`config.mk`:
```
export PLATFORM = sky130hd
export DESIGN_NAME = moving_sum_avg
export DESIGN_NICKNAME = d
export VERILOG_FILES = /design/src/rtl/moving_sum_avg.sv
export SDC_FILE = /design/constraint.sdc
export NUM_CORES = 1
export LEC_CHECK = 0
export CAP_MARGIN = 20
export CORE_UTILIZATION = 45
export CTS_BUF_LIST = sky130_fd_sc_hd__clkbuf_4 sky130_fd_sc_hd__clkbuf_8 sky130_fd_sc_hd__clkbuf_16
export DETAILED_ROUTE_END_ITERATION = 7
export PLACE_DENSITY = 0.75
export SLEW_MARGIN = 20
export SYNTH_ARGS = -nofsm -noshare
export SYNTH_HDL_FRONTEND = slang
export SYNTH_SLANG_ARGS = --single-unit
export TNS_END_PERCENT = 30
```
`constraint.sdc`:
```
create_clock -name clk -period 3.55 [get_ports clk]
set_input_delay 0.71 -clock clk [delete_from_list [all_inputs] [get_ports clk]]
set_output_delay 0.71 -clock clk [all_outputs]
set_load 0.05 [all_outputs]
```
`src/rtl/moving_sum_avg.sv`:
```
// Boxcar moving-window sum/average: Sum += Din - Dold once the window is full,
// plain accumulation while the first WDEPTH samples fill the window.
module moving_sum_avg #(
  parameter int DSIZE  = 6,
  parameter int WDEPTH = 16,
  parameter int ASIZE  = $clog2(WDEPTH),
  parameter int SSIZE  = DSIZE + ASIZE
) (
  input  logic             clk,
  input  logic             Reset,
  input  logic             En,
  input  logic [DSIZE-1:0] Din,
  input  logic [DSIZE-1:0] Dold,
  output logic [SSIZE-1:0] Sum,
  output logic [DSIZE-1:0] Avg,
  output logic             Out_valid,
  output logic             Full
);

  typedef enum logic {FILL = 1'b0, RUN = 1'b1} state_t;

  localparam logic [ASIZE-1:0] CNT_LAST = ASIZE'(WDEPTH - 1);

  state_t           state_q, state_d;
  logic [ASIZE-1:0] cnt_q, cnt_d;
  logic [SSIZE-1:0] sum_q, sum_d;
  logic [DSIZE-1:0] avg_q, avg_d;
  logic             vld_q, vld_d;
  logic             full_q, full_d;

  logic [SSIZE:0]   sum_ext, din_ext, dold_ext, acc;

  always_ff @(posedge clk) begin
    if (Reset) begin
      state_q <= FILL;
      cnt_q   <= '0;
      sum_q   <= '0;
      avg_q   <= '0;
      vld_q   <= 1'b0;
      full_q  <= 1'b0;
    end else begin
      state_q <= state_d;
      cnt_q   <= cnt_d;
      sum_q   <= sum_d;
      avg_q   <= avg_d;
      vld_q   <= vld_d;
      full_q  <= full_d;
    end
  end

  always_comb begin
    state_d = state_q;
    if (state_q == FILL && En && cnt_q == CNT_LAST) state_d = RUN;
  end

  always_comb begin
    sum_ext  = {1'b0, sum_q};
    din_ext  = (SSIZE+1)'(Din);
    dold_ext = (SSIZE+1)'(Dold);
    acc      = sum_ext;
    cnt_d    = cnt_q;
    vld_d    = 1'b0;
    full_d   = full_q;
    if (En) begin
      if (state_q == FILL) begin
        // Shift-register output is stale during fill, so Dold is not subtracted.
        acc   = sum_ext + din_ext;
        cnt_d = cnt_q + ASIZE'(1);
        if (cnt_q == CNT_LAST) begin
          vld_d  = 1'b1;
          full_d = 1'b1;
        end
      end else begin
        acc   = sum_ext + din_ext - dold_ext;
        vld_d = 1'b1;
      end
    end
    sum_d = acc[SSIZE-1:0];
    avg_d = sum_d[SSIZE-1:ASIZE];
  end

  assign Sum       = sum_q;
  assign Avg       = avg_q;
  assign Out_valid = vld_q;
  assign Full      = full_q;

endmodule

```
==> out/results.txt, run 1 <==
maximum VDD drop -> 0.152 mV
Cells after Synth -> 178
nets@finish -> 254
endpoint type of the worst setup path -> flop
crit path launch type -> input pin
top cell type's share of synthesized area -> 21.8%
critical path depth in cells -> 13
clk slew on worst S/H paths -> 0.10 ns
initial antenna violation count -> 0
global route total overflow -> 0
I/O pin count -> 33
CTS tree -> done
vias in the first global route -> 1369
Detail Route Antenna Nets -> 0
Fillers -> 271
Max Cap Viol -> 0
Routed WL -> 3.58 mm
post-synth design cell area -> 1470 um2
Worst Setup EP -> Sum[9]
Slew Limit Fails -> 0
uppermost routed layer -> met4
diode count -> 0
total power -> 775 uW
Setup Crit Path Kind -> in -> reg
DR WL/cell -> 13.4 um
Met3 Wirelength -> 112 um
wire length on met2 -> 1.82 mm
biggest area consumer among synthesized cells -> dfxtp_1
PwrDens -> 384 nW/um2
Final Cycle Share -> 96.6%
Critical Path RT -> 3.74 ns
Layout Skew -> 0.0123 ns
max incr delay on CP -> 0.47 ns
Static Leak -> 0.851 nW
Least-Margin Pin Slew -> 0.627 ns
Synth cell types -> 43
relative slew slack -> 58.1%
hold crit path type -> reg -> reg
footprint of the multi-input gates -> 1070 um2
# setup viols final -> 0
minimum clock period -> 3.43 ns
die area -> 3490 um2
worst hold margin -> 0.538 ns
RR Startpoint -> Sum[0]
status -> completed
Hold Vio Cnt, Final -> 0
post-synth net total -> 208
FF+latch count, synth -> 16
final instance area -> 2010 um2
first-pass GRT wire length -> 6.08 mm
First DRT Iteration DRCs -> 64
reg2reg end -> Sum[9]
routability cong. -> 0.837
DPL Wire Length -> 2.88 mm
Die Y -> 59.1 um
DR pass1 iterations -> 4
CTS Sinks -> 16
P&R area growth vs syn -> 37.3%
pin count of the biggest net entering global routing -> 19
FFs w/ async S/R, synth -> 0%
residual DRC count -> 0
largest cells by area after synthesis -> dfxtp_1 22%, ha_1 11%, xnor2_1 5.4%
via count -> 1421
Root Driver -> clkbuf_4
proportion of layout cells with a drive suffix above 1 -> 20.6%
DRT met1 WL -> 1.62 mm
register-to-register setup slack -> 0.46 ns
worst-skew pair later-pin latency -> 0.29 ns
CTS max path bufs -> 2
Total GRT Usage -> 22.6%
core outline area -> 3080 um2
row cnt -> 20
Worst Path Max Fanout -> 6
fmax -> 292 MHz
vias per inst -> 5.32
hold_buf cts -> 0
R2R depth -> 13
worst setup path startpoint -> Din[3]
top_reg_cell synth -> dfxtp_1
worst-path cell with the longest stage delay -> clkdlybuf4s50_1
CP arrival -> 3.62 ns
register area share after synthesis -> 21.8%
delay-heaviest family, CP -> simple AND/OR/NAND/NOR gates
Sequential Area -> 320 um2
crit path cell chain -> clkdlybuf4s50_1, ha_2, a21oi_1, and2_1, xnor2_1, ha_1, or2_2, a21o_1, o41ai_4, and3_4, nand3_1, a21oi_2, mux2_4
Synth Warn # -> 0
number of flops mapped to enable cells by yosys -> 0
DIE WIDTH -> 59.1 um
RSZ-0062 raised after global routing -> no
Initial Utilization -> 47.7%
Post-DP Area -> 1910 um2
IO buf count -> 32
Buf/Inv on CP -> 1
TritonCTS Buffers -> 3
H-tree depth -> 1
syn avg cell area -> 8.25 um2
how the worst min path moves through the flow:
stage / from / endpoint / slack [ns] / cells past startpoint
floorplan: cnt_q[2] / Out_valid / 0.48 / 2
global placement: cnt_q[1] / cnt_q[1] / 0.51 / 2
detailed placement: cnt_q[3] / Out_valid / 0.50 / 2
CTS: cnt_q[3] / Out_valid / 0.54 / 2
global route: cnt_q[3] / Out_valid / 0.57 / 2
finish: cnt_q[2] / Out_valid / 0.54 / 2
placed cells by master, fill, tap and decap left out, drive strengths merged:
master         instances
buf                   23
a31oi                  1
o21a                   2
or3                    1
and3                   5
o311ai                 1
nor2b                  4
ha                    13
nand2b                 2
mux2                   2
xnor2                  9
xor2                   4
clkdlybuf4s50         30
a311o                  1
o31a                   1
dlygate4sd2            2
a21o                   6
nor3                   2
o21ai                  8
nand2                  9
or2                    2
clkbuf                 4
and2                   3
nand4                  4
a21oi                 11
nor2                  20
inv                   10
nand3                  4
mux2i                  6
dfxtp                 16
o22ai                  1
o21bai                 2
o211ai                 2
a211oi                 9
o41ai                  1
fa                     2
report_power, final:
group | internal, mW | switching [mW] | leakage, nW
Sequential | 0.192 | 0.0167 | 0.131
Combinational | 0.222 | 0.224 | 0.699
Clock | 0.0625 | 0.0579 | 0.0210
flip-flops by register name, summed over array words and instances (netlist names):
register	flops
state_q	1
cnt_q	4
Sum	10
Out_valid	1
timing repair:
action,in CTS,in global routing
pin swaps,7,0
endpoints found under the setup margin,2,2
gates resized for setup,9,4
buffers inserted,2,0
stage by stage:
| step | setup WS [ns] | instances | setup TNS, ns | utilization, % |
|---|---|---|---|---|
| floorplan | 0.155 | 178 | 0 | - |
| global placement | -0.327 | 261 | -0.779 | 62.1 |
| global route | 0.00136 | 267 | 0 | 65.4 |
| finish | 0.120 | 267 | 0 | 65.4 |
| CTS | 0.0898 | 267 | 0 | 64.9 |
| detailed placement | -0.455 | 261 | -1.19 | 62.1 |
routing by layer:
metal	vias up	GRT usage (%)
li1	710	-
met1	679	28.3
met2	28	41.7
met3	4	2.18
met4	0	5.10
met5	-	0
cells in the mapped netlist (2+ instances only):
cell type   n
and2_1      3
inv_1      10
fa_1        2
xnor2_1     9
mux2i_1     6
o21bai_1    2
or2_2       2
and3_1      4
xor2_1      4
nand3_1     4
o21ai_0     6
nand4_1     4
a21oi_1    10
dfxtp_1    16
o21a_1      2
nand2b_1    2
ha_1       13
nand2_1     9
nor3_1      2
nor2b_1     4
nor2_1     20
o21ai_1     2
buf_4       7
buf_2       2
o211ai_1    2
a211oi_1    7
a21o_1      6
clkbuf_1    3
worst register-to-register path, stage by stage, from the launching register on:
cell	delay [ns]
dfxtp_1	0.34
ha_2	0.20
fa_2	0.43
nand3_1	0.10
and2_1	0.17
xnor2_1	0.15
ha_1	0.27
or2_2	0.28
a21o_1	0.20
o41ai_4	0.07
and3_4	0.25
nand3_1	0.09
a21oi_2	0.15
mux2_4	0.30
cells by family after synthesis:
family          count (synthesis)  synth area share [%]
flops                          16                  21.8
xor+xnor                       13                  7.76
compound gates                 46                  23.3
simple gates                   56                  18.8
mux                             8                  5.88
fa+ha+maj                      15                  13.8
buf+inv                        24                  8.61
cell type report:
| class | instances | share of cell area (%) |
|---|---|---|
| Clock buffer | 4 | 1.80 |
| Inverter | 10 | 1.86 |
| Timing Repair Buffer | 55 | 24.3 |
| Sequential cell | 16 | 15.9 |
| Tap cell | 44 | 2.73 |
| Multi-Input combinational cell | 138 | 53.4 |
Power figures use the tool's default switching activity.
==> run 2, diff against run 1 <==
- CORE_MARGIN: unset -> 2
==> out/results.txt, run 2 (synthesis gave the netlist of run 1 again) <==
DIE WIDTH -> 61.1 um
relative slew slack -> 55.1%
Clock Power Share -> 15.5%
switching power share of the total -> 39.7%
die area -> 3730 um2
worst-skew pair later-pin latency -> 0.29 ns
CTS Sinks -> 16
Die Y -> 61.1 um
fmax -> 291 MHz
RR Startpoint -> Sum[1]
PwrDens -> 393 nW/um2
sequential share of power -> 26.1%
IO buf count -> 32
Initial Utilization -> 47.7%
Static Leak -> 0.867 nW
First DRT Iteration DRCs -> 91
global route total overflow -> 0
Setup Crit Path Kind -> in -> reg
TritonCTS Buffers -> 3
CTS max path bufs -> 2
max incr delay on CP -> 0.46 ns
R2R depth -> 12
Critical Path RT -> 3.73 ns
core outline area -> 3080 um2
endpoint type of the worst setup path -> flop
Hold Vio Cnt, Final -> 0
Total GRT Usage -> 21.7%
initial antenna violation count -> 0
diode count -> 0
minimum clock period -> 3.44 ns
H-tree depth -> 1
crit path launch type -> input pin
crit path cell chain -> clkdlybuf4s50_1, ha_2, buf_4, xnor2_1, ha_1, o21a_1, o31a_1, o41ai_4, and3_4, nand3_1, a21oi_2, mux2_4
vias per inst -> 5.45
Final Cycle Share -> 96.9%
Root Driver -> clkbuf_4
Hold EP -> Out_valid
reg2reg end -> Sum[9]
Least-Margin Pin Slew -> 0.672 ns
routability cong. -> 0.890
Detail Route Antenna Nets -> 0
Worst Path Max Fanout -> 6
hold path cells -> 2
DPL Wire Length -> 2.96 mm
Largest register FFs -> 10
proportion of layout cells with a drive suffix above 1 -> 22.4%
via count -> 1456
worst-path cell with the longest stage delay -> clkdlybuf4s50_1
DR pass1 iterations -> 4
row cnt -> 20
vias in the first global route -> 1430
Slew Limit Fails -> 0
I/O pin count -> 33
DR WL/cell -> 14.6 um
P_int -> 483 uW
commonest non-fill, non-tap cells in the layout -> 30 x clkdlybuf4s50_1, 23 x buf_4, 20 x nor2_1
first-pass GRT wire length -> 6.15 mm
worst hold start -> cnt_q[2]
# setup viols final -> 0
Buf/Inv on CP -> 2
Layout Skew -> 0.00874 ns
CTS tree -> done
Comb power frac -> 58.4%
RSZ-0062 raised after global routing -> no
delay-heaviest family, CP -> compound AO/OA/AOI/OAI gates
status -> completed
nets@finish -> 254
commonest non-fill, non-tap cell in the layout -> clkdlybuf4s50_1
hold crit path type -> reg -> reg
P_sw -> 318 uW
hold_buf cts -> 0
total power -> 801 uW
clk slew on worst S/H paths -> 0.11 ns
worst hold margin -> 0.520 ns
Max Cap Viol -> 0
Routed WL -> 3.91 mm
P&R area growth vs syn -> 39.0%
pin count of the biggest net entering global routing -> 19
CP arrival -> 3.62 ns
register-to-register setup slack -> 0.44 ns
residual DRC count -> 0
maximum VDD drop -> 0.165 mV
==> run 2: worst min-delay path: cells and delay by family (launching register included) <==
kind | cells | cell delay (ns)
AO/OA/AOI/OAI | 1 | 0.06
flip-flops | 1 | 0.35
AND/OR/NAND/NOR | 1 | 0.08
==> run 2: how the worst max path moves through the flow <==
stage / start / endpoint / cells past startpoint
2_1_floorplan: Din[0] / Sum[9] / 13
3_5_place_dp: Din[0] / Sum[9] / 14
5_1_grt: Din[4] / Sum[7] / 12
6_report: Din[3] / Sum[9] / 12
3_3_place_gp: Din[0] / Sum[9] / 14
4_1_cts: Din[0] / Sum[9] / 11
==> run 2: cell type report <==
| class | instances | area (um2) |
|---|---|---|
| multi-input cells | 138 | 1090 |
| flip-flops and latches | 16 | 320 |
| fillers | 276 | 1040 |
| clock buffers | 4 | 36.3 |
| inverters | 10 | 37.5 |
| repair buffers | 55 | 498 |
| well taps | 44 | 55.1 |
==> run 2: power groups by stage <==
stage / Sequential [mW] / Combinational, mW / Clock, mW
6_report: 0.209 / 0.468 / 0.124
3_5_place_dp: 0.213 / 0.428 / 0
2_1_floorplan: 0.238 / 0.250 / 0
4_1_cts: 0.209 / 0.437 / 0.126
5_1_grt: 0.211 / 0.502 / 0.137
3_3_place_gp: 0.211 / 0.411 / 0
==> run 2: layer usage <==
metal	global-route usage, %	part of all wire, %
met1	25.7	43
met2	40.6	52
met3	2.10	4.5
met4	7.45	0.54
met5	0	0
==> run 2: per-stage QoR <==
step / utilization [%] / instances / setup TNS (ns) / cell area, um2 / worst slack (ns)
2_1_floorplan: - / 178 / 0 / 1470 / 0.155
3_3_place_gp: 61.9 / 260 / -0.672 / 1900 / -0.331
3_5_place_dp: 61.9 / 260 / -1.03 / 1900 / -0.426
4_1_cts: 63.5 / 264 / 0 / 1960 / 0.00409
5_1_grt: 66.3 / 267 / 0 / 2040 / 0.0215
6_report: 66.3 / 267 / 0 / 2040 / 0.111
==> run 2: repair_timing <==
action	in CTS	in global routing
resized for setup	4	12
setup buffers	0	3
pin swaps	5	8
endpoints found under the setup margin	2	2
